==> src/rtl/cache_ctrl_fsm.sv <==
// Write-back, write-allocate controller for a single direct-mapped cache line.
// Sequences CPU requests through probe, dirty write-back and fill, and keeps hit/miss statistics.
module cache_ctrl_fsm #(
    parameter int ADDRESS_WORD_SIZE = 32,
    parameter int TAG_SIZE          = 19,
    parameter int WORD_SIZE         = 8,
    parameter int CNT_WIDTH         = 16
) (
    input  logic                         clk,
    input  logic                         rst_b,
    input  logic                         cpu_req_valid,
    input  logic                         cpu_req_rw,
    input  logic [ADDRESS_WORD_SIZE-1:0] cpu_addr,
    input  logic [WORD_SIZE-1:0]         cpu_wdata,
    output logic                         cpu_ready,
    output logic                         cpu_resp_valid,
    output logic [WORD_SIZE-1:0]         cpu_rdata,
    output logic [ADDRESS_WORD_SIZE-1:0] line_addr,
    output logic                         line_try_read,
    output logic                         line_try_write,
    output logic                         line_cache_write,
    output logic [WORD_SIZE-1:0]         line_write_data,
    input  logic                         line_hit,
    input  logic                         line_valid,
    input  logic                         line_dirty,
    input  logic [WORD_SIZE-1:0]         line_data_out,
    output logic                         mem_req,
    output logic                         mem_we,
    output logic [ADDRESS_WORD_SIZE-1:0] mem_addr,
    output logic [WORD_SIZE-1:0]         mem_wdata,
    input  logic                         mem_ready,
    input  logic [WORD_SIZE-1:0]         mem_rdata,
    output logic [CNT_WIDTH-1:0]         hit_cnt,
    output logic [CNT_WIDTH-1:0]         miss_cnt
);
    localparam int INDEX_W = ADDRESS_WORD_SIZE - TAG_SIZE;
    localparam logic [CNT_WIDTH-1:0] CNT_ONE = CNT_WIDTH'(1);

    typedef enum logic [2:0] {
        IDLE,
        COMPARE,
        WRITEBACK,
        ALLOCATE,
        RESPOND
    } state_t;

    state_t                         state_reg;
    logic [ADDRESS_WORD_SIZE-1:0]   addr_reg;
    logic                           rw_reg;
    logic [WORD_SIZE-1:0]           wdata_reg;
    logic                           first_cmp_reg;
    logic [TAG_SIZE-1:0]            victim_tag_reg;
    logic [WORD_SIZE-1:0]           rdata_reg;
    logic [CNT_WIDTH-1:0]           hit_cnt_reg;
    logic [CNT_WIDTH-1:0]           miss_cnt_reg;

    always_ff @(posedge clk) begin
        if (rst_b) begin
            state_reg      <= IDLE;
            addr_reg       <= '0;
            rw_reg         <= 1'b0;
            wdata_reg      <= '0;
            first_cmp_reg  <= 1'b0;
            victim_tag_reg <= '0;
            rdata_reg      <= '0;
            hit_cnt_reg    <= '0;
            miss_cnt_reg   <= '0;
        end else begin
            case (state_reg)
                IDLE: begin
                    if (cpu_req_valid) begin
                        addr_reg      <= cpu_addr;
                        rw_reg        <= cpu_req_rw;
                        wdata_reg     <= cpu_wdata;
                        first_cmp_reg <= 1'b1;
                        state_reg     <= COMPARE;
                    end
                end
                COMPARE: begin
                    if (line_hit) begin
                        if (!rw_reg)
                            rdata_reg <= line_data_out;
                        if (first_cmp_reg && (hit_cnt_reg != '1))
                            hit_cnt_reg <= hit_cnt_reg + CNT_ONE;
                        state_reg <= RESPOND;
                    end else begin
                        // Only the first probe of a request is counted; the post-fill re-probe is not.
                        if (first_cmp_reg && (miss_cnt_reg != '1))
                            miss_cnt_reg <= miss_cnt_reg + CNT_ONE;
                        first_cmp_reg <= 1'b0;
                        state_reg     <= (line_valid && line_dirty) ? WRITEBACK : ALLOCATE;
                    end
                end
                WRITEBACK: begin
                    if (mem_ready)
                        state_reg <= ALLOCATE;
                end
                ALLOCATE: begin
                    if (mem_ready) begin
                        victim_tag_reg <= addr_reg[ADDRESS_WORD_SIZE-1 -: TAG_SIZE];
                        state_reg      <= COMPARE;
                    end
                end
                RESPOND: state_reg <= IDLE;
                default: state_reg <= IDLE;
            endcase
        end
    end

    assign cpu_ready        = (state_reg == IDLE);
    assign cpu_resp_valid   = (state_reg == RESPOND);
    assign cpu_rdata        = rdata_reg;

    assign line_addr        = addr_reg;
    assign line_try_read    = (state_reg == COMPARE) && !rw_reg;
    assign line_try_write   = (state_reg == COMPARE) && rw_reg;
    // The fill lands in the same cycle memory hands over the word.
    assign line_cache_write = (state_reg == ALLOCATE) && mem_ready;
    assign line_write_data  = (state_reg == ALLOCATE) ? mem_rdata : wdata_reg;

    assign mem_req   = (state_reg == WRITEBACK) || (state_reg == ALLOCATE);
    assign mem_we    = (state_reg == WRITEBACK);
    assign mem_addr  = (state_reg == WRITEBACK) ? {victim_tag_reg, addr_reg[INDEX_W-1:0]} : addr_reg;
    assign mem_wdata = line_data_out;

    assign hit_cnt  = hit_cnt_reg;
    assign miss_cnt = miss_cnt_reg;
endmodule

==> config.mk <==
export PLATFORM = sky130hd
export DESIGN_NAME = cache_ctrl_fsm
export DESIGN_NICKNAME = d
export VERILOG_FILES = /design/src/rtl/cache_ctrl_fsm.sv
export SDC_FILE = /design/constraint.sdc
export NUM_CORES = 1
export LEC_CHECK = 0
export CAP_MARGIN = 20
export CORE_UTILIZATION = 44
export CTS_BUF_LIST = sky130_fd_sc_hd__clkbuf_8
export DETAILED_ROUTE_END_ITERATION = 6
export PLACE_DENSITY = 0.82
export SYNTH_ARGS = -nofsm -noshare
export SYNTH_HDL_FRONTEND = slang
export SYNTH_SLANG_ARGS = --single-unit
==> constraint.sdc <==
create_clock -name clk -period 2.5 [get_ports clk]
set_input_delay 0.5 -clock clk [delete_from_list [all_inputs] [get_ports clk]]
set_output_delay 0.5 -clock clk [all_outputs]
set_load 0.005 [all_outputs]
==> flow_metrics.env, run 1 <==
export IMPL_timing_hold_worst_class="reg -> reg"
export IMPL_transition_time_at_the_pin_with_the_least_slew_margin_ns=0.547
export IMPL_grt_use_met2_pct=42.5
export IMPL_vias_in_the_first_global_route=4421
export IMPL_worst_path_setup_slack_after_routing_ns=0.0897
export IMPL_hold_end="wdata_reg[7]"
export IMPL_antenna_found_initial=0
export IMPL_power_density_nw_per_um2=527
export IMPL_routed_wirelength_mm=13.1
export IMPL_die_area_um2=10900
export IMPL_starting_drc_count_in_detailed_routing=189
export IMPL_yosysSeqAreaShare_pct=45.2
export IMPL_cts_made_buffers=9
export IMPL_largest_net_degree_at_the_start_of_global_routing=50
export IMPL_grt_pass1_wl_mm=21.5
export IMPL_worst_hold_slack_ns=0.460
export IMPL_final_util_pct=68.7
export IMPL_cp_end_kind="output pin"
export IMPL_grt_busiest_layer="met2"
export IMPL_cts_reportedPaths_clkPinSlew_ns=0.09
export IMPL_worst_r2r_startpoint="miss_cnt[0]"
export IMPL_setup_worst_path_start_class="register"
export IMPL_total_leakage_power_nw=2.57
export IMPL_postSynthAreaPerCell_um2=8.14
export IMPL_unrepaired_setup_endpoints_after_global_routing="no"
export IMPL_largest_reg_flops=32
export IMPL_synth_nets=631
export IMPL_cts_path_max_buffers=2
export IMPL_clock_insertion_delay_worst_skew_ns=0.35
export IMPL_core_area_um2=9950
export IMPL_setup_viol=0
export IMPL_dp_final_hpwl_mm=9.71
export IMPL_drc_viols=0
export IMPL_post_route_period_util_pct=96.4
export IMPL_relSlewSlack_pct=63.5
export IMPL_power_total_mw=3.61
export IMPL_ioPinCount=191
export IMPL_vias=4598
export IMPL_wp_data_required_ns=2.00
export IMPL_post_route_cells_drive_above_1_share_pct=10.9
export IMPL_ant_nets=0
export IMPL_synthesis_area_um2=4600
export IMPL_postSynthCellCount=565
export IMPL_detail_route_vias_per_cell=5.25
export IMPL_crit_fanout=9
export IMPL_grt_remaining_overflow=0
export IMPL_tritoncts_clock_tree="done"
export IMPL_holdPathStages=2
export IMPL_worst_r2r_endpoint="miss_cnt[5]"
export IMPL_finish_net_count=805
export IMPL_result_of_the_run="finished, final reports clean"
export IMPL_timing_hold_worst_start="wdata_reg[7]"
export IMPL_routabilityCongestion=0.885
export IMPL_die_height_um=104
export IMPL_post_route_cell_area_um2=6840
export IMPL_dpl_instance_area_um2=6510
export IMPL_port_buffer_count=190
export IMPL_detailedRoute_firstPassIterationCount=4
export IMPL_htreeDepth=3
export IMPL_reg2reg_slack_ns=0.50
export IMPL_n_antenna_cell=0
export IMPL_floorplan_die_width_um=104
export IMPL_grt_total_usage_pct=23.9
export IMPL_routedWlPerCell_um=14.9
export IMPL_timing_clock_skew_ns=0.0144
export IMPL_ir_drop_mv=0.327
export IMPL_timing_critical_path_from="state_reg[2]"
export IMPL_max_cap_violations=0
export IMPL_grt_use_met1_pct=28.0
export IMPL_synth_lib_cells_used_distinct=37
export IMPL_ff_latch_count_synth=104
export IMPL_final_min_clock_period_ns=2.41
export IMPL_worst_r2r_cell_count=6
export IMPL_initial_core_util_pct=46.2
export IMPL_detailedPlace_worstSlack_ns=0.232
export IMPL_timing_fmax_mhz=415
export IMPL_worstSetupPathType="reg -> out"
export IMPL_gr_usage_met3_pct=4.70
export IMPL_worstPathArrival_ns=1.91
export IMPL_final_fill_count=814
export IMPL_cts_num_sinks=104
export IMPL_timing_final_max_slew_violations=0
export IMPL_clk_root_buffer_cell="clkbuf_8"
export IMPL_fp_row_count=36
export IMPL_flow_area_growth_from_synthesis_pct=48.7
export IMPL_yosys_warnings=0
export IMPL_hold_viol=0
==> cell usage in the layout (no fill, tap or decap), types with 3 or more instances in the layout <==
cell type,n
or3_1,3
dlymetal6s2s_1,8
xor2_1,4
nand4_1,11
nor3_1,16
inv_1,3
dfxtp_4,3
and2_1,3
nand3_1,21
buf_6,3
dlygate4sd2_1,10
and4_1,6
clkbuf_8,10
a21oi_1,75
nor2_1,35
and3_1,3
o21ai_0,5
nor3b_1,3
xnor2_1,22
mux2_2,28
dfxtp_1,101
clkdlybuf4s50_1,171
nand2_1,145
nor4_1,7
buf_4,22
==> logic make-up after synthesis <==
| logic type | count (synthesis) | synth area share, % |
|---|---|---|
| muxes | 28 | 6.85 |
| AOI/OAI and AO/OA | 85 | 9.57 |
| adders and majority gates | 2 | 0.544 |
| xor gates and xnor gates | 26 | 4.95 |
| DFF | 104 | 45.2 |
| and+or+nand+nor | 265 | 26.3 |
| buffers and inverters | 55 | 6.50 |
==> repair_timing <==
action	in CTS	in global routing
hold buffers	0	0
gates cloned	1	0
setup buffers	4	5
endpoints found under the setup margin	29	10
resized for setup	21	10
pin swaps	1	2
==> through the flow <==
step           TNS (ns)  std cells
2_1_floorplan         0        565
3_3_place_gp          0        851
3_5_place_dp          0        851
4_1_cts          -0.132        871
5_1_grt               0        876
6_report              0        876
==> critical path: stages (launching register included) <==
cell	delay, ns
dfxtp_4	0.38
or3b_2	0.51
nor2_1	0.13
clkdlybuf4s50_1	0.54
==> per-layer routing <==
layer | share of wire [%] | wire, um | vias to the layer above
met5 | 0 | 0 | -
met4 | 2.8 | 365 | 0
met3 | 4.4 | 579 | 28
met2 | 52 | 6770 | 156
met1 | 41 | 5350 | 2177
li1 | - | - | 2237
==> how the worst max path moves through the flow <==
stage,end,cells past startpoint
3_3_place_gp,line_cache_write,4
6_report,line_try_write,3
5_1_grt,mem_addr[20],4
4_1_cts,mem_addr[22],4
3_5_place_dp,line_write_data[1],4
2_1_floorplan,mem_addr[22],4
==> synth_stat cells (all sizes together) <==
cell     count  area (um2)
clkbuf      25        93.8
or3          3        18.8
dfxtp      104        2080
nor2b        2        12.5
nor4         8        56.3
a311oi       1        8.76
a31oi        1        6.26
o21ai        5        25.0
nand4       11        68.8
ha           2        25.0
xnor2       22         193
and2         3        18.8
and3         3        18.8
a2111oi      1        8.76
inv          3        11.3
nor3        16        80.1
nor3b        4        30.0
and4bb       1        16.3
nand3       21         105
and4         6        52.6
nand2      147         559
a211oi       1        7.51
nor4b        2        17.5
a21oi       75         375
o311ai       1        8.76
xor2         4        35.0
nor2        36         138
or3b         2        20.0
buf         27         194
mux2        28         315
==> cell type report <==
class                      instances  area (um2)  area share (%)
sequential                       104        2090            30.6
clock inverter                     5        78.8            1.15
timing repair buffer             215        2120            31.0
inverter                           3        11.3           0.165
multi-input combinational        406        2240            32.7
clock buffer                      10         138            2.01
tap                              133         166            2.43
==> report_power, final <==
part,switching [mW],internal [mW]
Clock,0.541,0.587
Combinational,0.282,0.406
Sequential,0.0630,1.73
(Power assumes the default switching activity.)
==> run 2, diff against run 1 <==
GPL_ROUTABILITY_DRIVEN = 0   (was not set)
MAX_ROUTING_LAYER = met4   (was not set)
==> flow_metrics.env, run 2 (same netlist as run 1, synthesis figures left out) <==
export IMPL_power_density_nw_per_um2=526
export IMPL_power_clock_fraction_pct=31.2
export IMPL_worst_r2r_endpoint="miss_cnt[5]"
export IMPL_timing_critical_path_cells="or3b_2 -> nor2_1 -> clkdlybuf4s50_1"
export IMPL_ioPinCount=191
export IMPL_timing_hold_worst_class="reg -> reg"
export IMPL_slowest_delay_ns=0.54
export IMPL_die_area_um2=10900
export IMPL_critPathSlowestCell="clkdlybuf4s50_1"
export IMPL_drc_viols=0
export IMPL_worst_hold_slack_ns=0.459
export IMPL_clock_insertion_delay_worst_skew_ns=0.35
export IMPL_timing_final_max_slew_violations=0
export IMPL_dp_final_hpwl_mm=9.71
export IMPL_wp_data_required_ns=2.00
export IMPL_die_height_um=104
export IMPL_holdPathStages=2
export IMPL_transition_time_at_the_pin_with_the_least_slew_margin_ns=0.553
export IMPL_power_switching_mw=0.883
export IMPL_n_antenna_cell=0
export IMPL_floorplan_die_width_um=104
export IMPL_ant_nets=0
export IMPL_starting_drc_count_in_detailed_routing=166
export IMPL_postCtsHoldBufs=0
export IMPL_crit_fanout=4
export IMPL_layout_common_cells="171 x clkdlybuf4s50_1, 145 x nand2_1, 101 x dfxtp_1"
export IMPL_worstPathArrival_ns=1.91
export IMPL_clk_root_buffer_cell="clkbuf_8"
export IMPL_cts_made_buffers=9
export IMPL_cts_reportedPaths_clkPinSlew_ns=0.09
export IMPL_cell_family_contributing_the_most_delay_on_the_critical_path="simple AND/OR/NAND/NOR gates"
export IMPL_vias_in_the_first_global_route=4412
export IMPL_grt_remaining_overflow=0
export IMPL_mostFrequentLayoutCell="clkdlybuf4s50_1"
export IMPL_totalNegativeSetupSlack_ns=0
export IMPL_grt_pass1_wl_mm=21.5
export IMPL_worst_r2r_startpoint="miss_cnt[0]"
export IMPL_power_share_switching_pct=24.5
export IMPL_post_route_period_util_pct=96.4
export IMPL_max_cap_violations=0
export IMPL_cts_num_sinks=104
export IMPL_hold_end="wdata_reg[7]"
export IMPL_cp_end_kind="output pin"
export IMPL_detail_route_vias_per_cell=5.23
export IMPL_port_buffer_count=190
export IMPL_timing_fmax_mhz=415
export IMPL_timing_clock_skew_ns=0.0152
export IMPL_detailedPlace_worstSlack_ns=0.232
export IMPL_worstSetupPathType="reg -> out"
export IMPL_flow_area_growth_from_synthesis_pct=48.7
export IMPL_final_min_clock_period_ns=2.41
export IMPL_hold_viol=0
export IMPL_path_buf_inv=1
export IMPL_setup_worst_path_start_class="register"
export IMPL_routed_wirelength_mm=13.1
export IMPL_final_fill_count=814
export IMPL_total_leakage_power_nw=2.57
export IMPL_reg2reg_slack_ns=0.50
export IMPL_ir_drop_mv=0.326
export IMPL_antenna_found_initial=0
export IMPL_post_route_cells_drive_above_1_share_pct=10.9
export IMPL_worst_path_setup_slack_after_routing_ns=0.0909
export IMPL_setup_viol=0
export IMPL_p_int_mw=2.72
export IMPL_result_of_the_run="finished, final reports clean"
export IMPL_detailedRoute_firstPassIterationCount=4
export IMPL_worst_r2r_cell_count=6
export IMPL_grt_total_usage_pct=24.6
export IMPL_timing_hold_worst_start="wdata_reg[7]"
export IMPL_power_frac_comb_pct=19.1
export IMPL_seq_area_um2=2090
export IMPL_initial_core_util_pct=46.2
export IMPL_fp_row_count=36
export IMPL_final_util_pct=68.7
export IMPL_tritoncts_clock_tree="done"
export IMPL_unrepaired_setup_endpoints_after_global_routing="no"
export IMPL_largest_net_degree_at_the_start_of_global_routing=50
export IMPL_core_area_um2=9950
export IMPL_htreeDepth=3
export IMPL_area_of_the_multi_input_gates_um2=2240
export IMPL_finish_net_count=805
export IMPL_pwr_share_seq_pct=49.7
export IMPL_routedWlPerCell_um=15.0
export IMPL_largest_reg_flops=32
export IMPL_cts_path_max_buffers=2
export IMPL_vias=4580
export IMPL_relSlewSlack_pct=63.1
## run 2: how the worst max path moves through the flow
stage / start / cells after the start / endpoint
2_1_floorplan: state_reg[0] / 4 / mem_addr[22]
5_1_grt: state_reg[0] / 4 / mem_addr[20]
3_3_place_gp: mem_ready / 4 / line_cache_write
6_report: state_reg[0] / 3 / line_try_write
4_1_cts: state_reg[2] / 4 / mem_addr[22]
3_5_place_dp: state_reg[1] / 4 / line_write_data[1]
## run 2: through the flow
step / cell area [um2] / instances / total power [mW]
finish: 6840 / 876 / 3.60
global route: 6840 / 876 / 3.77
CTS: 6780 / 871 / 3.63
detailed placement: 6510 / 851 / 2.50
global placement: 6510 / 851 / 2.48
floorplan: 4600 / 565 / 2.11
## run 2: timing repair
| item | CTS | global route |
|---|---|---|
| gates cloned | 1 | 0 |
| endpoints found under the setup margin | 29 | 10 |
| buffers inserted | 4 | 5 |
| gates resized for setup | 21 | 10 |
| pin swaps | 1 | 2 |
## run 2: area by class of cell
class / count / area share, %
multi-input cells: 406 / 32.7
flip-flops and latches: 104 / 30.6
inverters: 3 / 0.165
well taps: 133 / 2.43
clock buffers: 10 / 2.01
clock inverters: 5 / 1.15
repair buffers: 215 / 31.0
## run 2: metal layers
metal	global-route usage, %	up-vias	wire length, um
met5	-	-	0
met4	9.39	0	359
met3	4.64	28	560
met2	42.5	154	6800
met1	28.1	2156	5380
li1	-	2242	-
## run 2: worst register-to-register path, delay by kind of cell, from the launching register on
kind          cells  cell delay, ns
fa+ha+maj         1            0.31
flops             1            0.44
mux               1            0.33
simple gates      4            0.81
## run 2: power by group through the flow
stage	Combinational [mW]	Sequential, mW	Clock (mW)
2_1_floorplan	0.296	1.81	0
5_1_grt	0.746	1.80	1.23
6_report	0.689	1.79	1.12
4_1_cts	0.685	1.79	1.16
3_3_place_gp	0.653	1.83	0
3_5_place_dp	0.670	1.83	0
